File: src/rtl/svi_sdram_arbiter.sv
// svi_sdram_arbiter: one SDRAM port shared by download, CPU and tape requesters.
// The priority is download > CPU > tape. A tape request that has starved for too long jumps the queue.
module svi_sdram_arbiter #(
    parameter int STARVE_MAX = 64
) (
    input  logic        clk_sys,
    input  logic        reset,
    input  logic        dl_req,
    input  logic [17:0] dl_addr,
    input  logic [7:0]  dl_din,
    output logic        dl_ack,
    input  logic        cpu_rd,
    input  logic        cpu_we,
    input  logic [17:0] cpu_addr,
    input  logic [7:0]  cpu_din,
    output logic [7:0]  cpu_dout,
    output logic        cpu_wait,
    input  logic        cas_req,
    input  logic [17:0] cas_addr,
    output logic [7:0]  cas_dout,
    output logic        cas_ack,
    output logic [17:0] sd_addr,
    output logic [7:0]  sd_din,
    output logic        sd_we,
    output logic        sd_rd,
    input  logic [7:0]  sd_dout,
    input  logic        sd_ready
);
    typedef enum logic [1:0] {IDLE, ISSUE, WAIT, DONE} state_t;
    typedef enum logic [1:0] {SRC_NONE, SRC_DL, SRC_CPU, SRC_CAS} src_t;

    state_t     r_state, w_next;
    src_t       r_src, w_gnt;
    logic       r_first, r_we, r_cpu_pend, r_cpu_wr, r_strobe_q;
    logic [7:0] r_starve;
    logic       w_strobe, w_cpu_edge, w_starved, w_done, w_cas_busy;

    assign w_strobe   = cpu_rd | cpu_we;
    assign w_cpu_edge = w_strobe & ~r_strobe_q;
    assign w_starved  = cas_req && (32'(r_starve) >= STARVE_MAX);
    assign w_done     = (r_state == DONE) && !reset;
    assign w_cas_busy = (w_gnt == SRC_CAS) || (r_state != IDLE && r_src == SRC_CAS);

    assign sd_rd    = (r_state == ISSUE) && !r_we && !reset;
    assign sd_we    = (r_state == ISSUE) && r_we && !reset;
    assign dl_ack   = w_done && r_src == SRC_DL;
    assign cas_ack  = w_done && r_src == SRC_CAS;
    assign cpu_wait = !reset && (r_cpu_pend || w_cpu_edge);

    always_comb begin
        w_gnt  = SRC_NONE;
        w_next = r_state;
        if (r_state == IDLE && sd_ready)
            w_gnt = w_starved ? SRC_CAS : dl_req ? SRC_DL : r_cpu_pend ? SRC_CPU : cas_req ? SRC_CAS : SRC_NONE;
        case (r_state)
            IDLE:    w_next = (w_gnt != SRC_NONE) ? ISSUE : IDLE;
            ISSUE:   w_next = WAIT;
            WAIT:    w_next = (!r_first && sd_ready) ? DONE : WAIT;
            default: w_next = IDLE;
        endcase
    end

    always_ff @(posedge clk_sys) begin
        if (reset) begin
            r_state    <= IDLE;
            r_src      <= SRC_NONE;
            r_first    <= 1'b0;
            r_we       <= 1'b0;
            r_cpu_pend <= 1'b0;
            r_cpu_wr   <= 1'b0;
            r_strobe_q <= w_strobe; // a strobe held across reset must not count as a new access
            r_starve   <= 8'd0;
            cpu_dout   <= 8'hFF;
            cas_dout   <= 8'h00;
            sd_addr    <= 18'd0;
            sd_din     <= 8'd0;
        end else begin
            r_state    <= w_next;
            r_strobe_q <= w_strobe;
            r_first    <= (r_state == ISSUE);
            if (w_gnt != SRC_NONE) begin
                r_src   <= w_gnt;
                r_we    <= (w_gnt == SRC_DL) || (w_gnt == SRC_CPU && r_cpu_wr);
                sd_addr <= (w_gnt == SRC_DL) ? dl_addr : (w_gnt == SRC_CPU) ? cpu_addr : cas_addr;
                sd_din  <= (w_gnt == SRC_DL) ? dl_din : (w_gnt == SRC_CPU) ? cpu_din : 8'h00;
            end
            if (r_state == DONE && r_src == SRC_CPU && !r_we)
                cpu_dout <= sd_dout;
            if (r_state == DONE && r_src == SRC_CAS)
                cas_dout <= sd_dout;
            if (w_cpu_edge) begin
                r_cpu_pend <= 1'b1;
                r_cpu_wr   <= cpu_we;
            end else if (r_state == DONE && r_src == SRC_CPU) begin
                r_cpu_pend <= 1'b0;
            end
            r_starve <= (!cas_req || w_cas_busy) ? 8'd0 : r_starve + {7'd0, r_starve != 8'hFF};
        end
    end
endmodule

File: config.mk
export PLATFORM = sky130hd
export DESIGN_NAME = svi_sdram_arbiter
export DESIGN_NICKNAME = d
export VERILOG_FILES = /design/src/rtl/svi_sdram_arbiter.sv
export SDC_FILE = /design/constraint.sdc
export NUM_CORES = 1
export LEC_CHECK = 0
export CORE_MARGIN = 2
export CORE_UTILIZATION = 40
export CTS_CLUSTER_DIAMETER = 40
export DETAILED_ROUTE_END_ITERATION = 7
export GPL_TIMING_DRIVEN = 0
export PLACE_DENSITY = 0.8
export SETUP_SLACK_MARGIN = 0.2
export SLEW_MARGIN = 10
export SYNTH_ARGS = -nofsm -noshare
export SYNTH_HDL_FRONTEND = slang
export SYNTH_SLANG_ARGS = --single-unit
File: constraint.sdc
create_clock -name clk_sys -period 2.4 [get_ports clk_sys]
set_input_delay 0.36 -clock clk_sys [delete_from_list [all_inputs] [get_ports clk_sys]]
set_output_delay 0.36 -clock clk_sys [all_outputs]
set_load 0.03 [all_outputs]
# [Word-level counts from Yosys, hierarchy flattened]
# Index checks and enable logic that the tools add are counted.
[totals] regBits=59
[op_classes] n_addsub=1 n_lt_le_gt_ge=1 n_eq_ne=10 muxes=14 n_bitwise=3 reduce_logical=29
[ops] cell="18-bit 2-to-1 mux" n=2
[ops] cell="1-bit logical AND" n=16
[ops] cell="8-bit 2-to-1 mux" n=2
[ops] cell="2-bit equality test, second input constant" n=6
[ops] cell="2-bit 2-to-1 mux" n=5
[ops] cell="8-bit by 1-bit adder with 8-bit output" n=1
[ops] cell="8-bit by 7-bit greater-or-equal comparator with 1-bit output, second input constant" n=1
[ops] cell="8-bit inequality test, second input constant" n=1
[ops] cell="2-bit by 1-bit equality test with 1-bit output, second input constant" n=3
[ops] cell="2-bit one-hot mux with 3 select lines" n=1
[ops] cell="2-bit nonzero test" n=3
[ops] cell="1-bit zero test" n=4
[ops] cell="1-bit logical OR" n=4
[ops] cell="1-bit 2-to-1 mux" n=4
[ops] cell="2-bit zero test" n=1
[ops] cell="2-bit OR reduction" n=1
[ops] cell="1-bit AND" n=1
[ops] cell="1-bit inverter" n=1
[ops] cell="1-bit OR" n=1

# [Depth between registers and ports, before layout]
[logic_depth] ltp_word=9 ltp_mapped=8 mapped_depth_nobuf=7

# [Worst setup path after synthesis]
# Ideal clock, no wire load.
[synth_timing] path_kind="register -> output" startpoint="register r_state[0]" endpoint="output port dl_ack" t_arrival_ns=1.556 required_time_ns=2.040 path_slack_ns=0.484 stages_incl_launch_ff=3 path_cell_list="dfxtp_1 > ha_1 > nor4bb_1"
[synth_between] elab_chain_len=3
[synth_rtl] element="start: declaration" line_no="32" text="state_t r_state, w_next;"
[synth_rtl] element="start signal: assignment" line_no="78" text="r_state <= w_next;"
[synth_rtl] element="2-bit equality test" line_no="41" text="assign w_done = (r_state == DONE) && !reset;"
[synth_rtl] element="1-bit logical AND" line_no="41"
[synth_rtl] element="1-bit logical AND" line_no="46" text="assign dl_ack = w_done && r_src == SRC_DL;"
[synth_rtl] element="end: declaration" line_no="11" text="output logic dl_ack,"
# Every way passes these cells.

# [Worst setup path after layout]
[layout_timing] startpoint="register r_state[0]" endpoint="output port cas_ack"
[layout_between] elab_chain_len=3
[layout_rtl] element="2-bit equality test" line_no="41"
[layout_rtl] element="1-bit logical AND" line_no="41"
[layout_rtl] element="1-bit logical AND" line_no="47" text="assign cas_ack = w_done && r_src == SRC_CAS;"
[layout_rtl] element="end: declaration" line_no="21" text="output logic cas_ack,"
# Every way passes these cells.

==> metrics.cfg <==
[critical_path]
critPathLaunchType=register
cp.arrival_ns=1.73
cp_slowest_cell=dlygate4sd2_1
required_ns=2.04
reg2reg_depth=7
path_delay_family=buffers and inverters
worstPathMaxFanout=9
r2r-start=r_state[0]
rrSetupSlack_ns=0.39
max_stage_delay_ns=0.42
critPathKind=reg2out
crit_path_end_kind=primary output
rr_endpoint=sd_din[1]
path_buf_inv=1
cp_cell_sequence=ha_1, nand3_2, nor2_1, dlygate4sd2_1

[global_routing]
overflow=0
grt_pass1_wl_mm=12.9
grtUsageTotal_pct=22.7
grt_pass1_vias=2654
grt_max_degree=11
antenna_found_initial=0

[synth]
synth.distinct_cells=37
avgSynthCellArea_sq_um=9.44
synth_nets=366
ys_ff_latch=59
ys_seq_area_share_pct=45.5
synth_warnings=0
syn_area_sq_mm=0.00260
synthCells=275

[cts]
hold_buffers=0
insertion_delay_ns=0.33
post_cts_buffers=0
clk_pin_slew_ns=0.07
numClockSinks=59
cts_buffers=9
htree_num_levels=3
root_buffer=clkbuf_8
cts_tree=built
cts_buffer_depth=2

[sta]
setup_violations=0
slew_viol_final=0
finalSetupTns_ns=0
fmax_mhz=478
maxSlewHeadroom_pct=39.2
period_minus_slack_ns=2.09
rsz0062_at_grt=true
hold_viol=0
fin_crit_sh_pct=87.2
tightest_slew_ns=0.907
finalWorstSetupSlack_ns=0.307
clock_skew_ns=0.00380

[placement]
pre_cts_ws_ns=0.0771
dp_hpwl_mm=5.91
gp_congestion=0.763
port_buffers=130

[job]
drv_cap=0

[route]
ant_nets=0
drc_errors=0
wirelength_mm=7.88
drt-wirelength-per-cell_um=15.8
drt_iter0_drc=88
routed_via_density=5.17
vias=2574
first_pass_iters=4

[final_layout]
final_cell_mix=clkdlybuf4s50_1, dfxtp_1, mux2i_1, a21oi_1, nand2_1
area_growth_pct=63.5
antenna_cells=0
multi_input_area_sq_mm=0.00127
layout-drive-gt1-share_pct=8.08
final_common_cell=clkdlybuf4s50_1
fin_nets=507
seqCellArea_sq_mm=0.00118
fillCellCount=508

[power_and_ir_drop]
power_density_mw_per_mm2=650
peakVddDrop_v=0.000387
p_leak_nw=1.63

[min_path]
hp-start=cas_dout[7]
hold_path_class=reg2reg
holdPathEnd=cas_dout[7]
hold_path_depth=2

[die]
die_w_um=84.6
start_util_pct=41.1
die_h_um=84.6
die_area_sq_mm=0.00715
ios=132
core_sq_mm=0.00631
num_rows=29

[status]
status=finished clean

final cells by class:
class / instances / share of cell area (%)
Timing Repair Buffer: 130 / 30.5
Sequential cell: 59 / 27.8
Inverter: 15 / 1.33
Buffer: 16 / 2.21
Tap cell: 77 / 2.27
Clock inverter: 3 / 1.59
Clock buffer: 13 / 4.22
Multi-Input combinational cell: 185 / 30.0
stage by stage:
stage               power [mW]  util (%)  hold WS, ns  area, sq um  cells
finish                    2.76      67.2        0.453         4240    498
global route              2.86      67.2        0.481         4240    498
CTS                       2.77      67.1        0.456         4230    498
detailed placement        1.69      63.3        0.447         3990    482
global placement          1.68      63.3        0.442         3990    482
floorplan                 1.39         -        0.464         2600    275
timing repair:
item	in CTS	in global routing
pin swaps	0	0
setup endpoints to repair	5	12
gates resized for setup	5	5
cell families (layout without fill, tap and decap cells):
kind of cell / count (synthesis) / after routing / synth area share, %
buffers and inverters: 31 / 177 / 5.74
flip-flops: 59 / 59 / 45.5
XOR/XNOR: 6 / 6 / 2.02
AND/OR/NAND/NOR: 73 / 73 / 13.5
AO/OA/AOI/OAI: 66 / 66 / 17.3
adder cells (fa/ha/maj): 6 / 6 / 2.89
multiplexers: 34 / 34 / 13.1
synthesized netlist by cell type:
cell	n	area, sq um
dfxtp_1	59	1180
mux2i_1	34	340
a21oi_1	32	160
nand2_1	30	113
o221ai_1	18	158
nor2_1	15	56.3
inv_1	13	48.8
clkbuf_1	7	26.3
o32ai_1	7	61.3
ha_1	6	75.1
nand3_1	5	25.0
xor2_1	5	43.8
nor3_1	4	20.0
and3_1	3	18.8
buf_6	3	33.8
nand2b_1	3	18.8
nor2b_1	3	18.8
and2_1	2	12.5
buf_1	2	7.51
buf_2	2	10.0
buf_4	2	15.0
inv_2	2	7.51
o21ai_0	2	10.0
o21ba_2	2	20.0
or2_2	2	12.5
a311oi_1	1	8.76
a31oi_1	1	6.26
and4_1	1	8.76
nand4_1	1	6.26
nor3_2	1	10.0
nor4b_1	1	8.76
nor4bb_1	1	10.0
o2111ai_1	1	8.76
o21a_1	1	7.51
o31ai_1	1	7.51
or4_4	1	11.3
xnor2_1	1	8.76
tightest hold or removal path: cells and delay by family, from the launching register on:
| kind | cells | cell delay (ns) |
|---|---|---|
| AOI/OAI and AO/OA | 1 | 0.05 |
| DFF | 1 | 0.31 |
| and+or+nand+nor | 1 | 0.05 |
where the power goes:
| part | switching [mW] | internal (mW) |
|---|---|---|
| Sequential | 0.0362 | 1.04 |
| Combinational | 0.293 | 0.300 |
| Clock | 0.387 | 0.698 |
| Total | 0.716 | 2.04 |
per-layer routing:
| layer | track usage (%) | vias to the layer above | wire, um | part of all wire (%) |
|---|---|---|---|---|
| met5 | 0 | - | 0 | 0 |
| met2 | 40.1 | 83 | 3970 | 50 |
| met3 | 5.80 | 16 | 495 | 6.3 |
| li1 | - | 1267 | - | - |
| met1 | 25.7 | 1208 | 3240 | 41 |
| met4 | 9.96 | 0 | 169 | 2.1 |
sequential cells by signal (all words and copies together) (netlist names):
| name | count |
|---|---|
| sd_addr | 18 |
| r_first | 1 |
| r_we | 1 |
| r_cpu_pend | 1 |
| r_state | 2 |
| cpu_dout | 8 |
| r_starve | 8 |
| r_strobe_q | 1 |
| r_cpu_wr | 1 |
| sd_din | 8 |
| cas_dout | 8 |
| r_src | 2 |
how the worst max path moves through the flow:
stage	from	end	slack [ns]	cells past startpoint
2_1_floorplan	r_state[0]	dl_ack	0.48	2
3_3_place_gp	sd_ready	sd_addr[10]	0.1	6
3_5_place_dp	sd_ready	sd_addr[16]	0.08	6
4_1_cts	r_state[0]	cas_ack	0.18	4
5_1_grt	r_state[0]	sd_din[1]	0.20	7
6_report	r_state[0]	cas_ack	0.31	4
No activity file was read; power rests on OpenSTA's default activity.
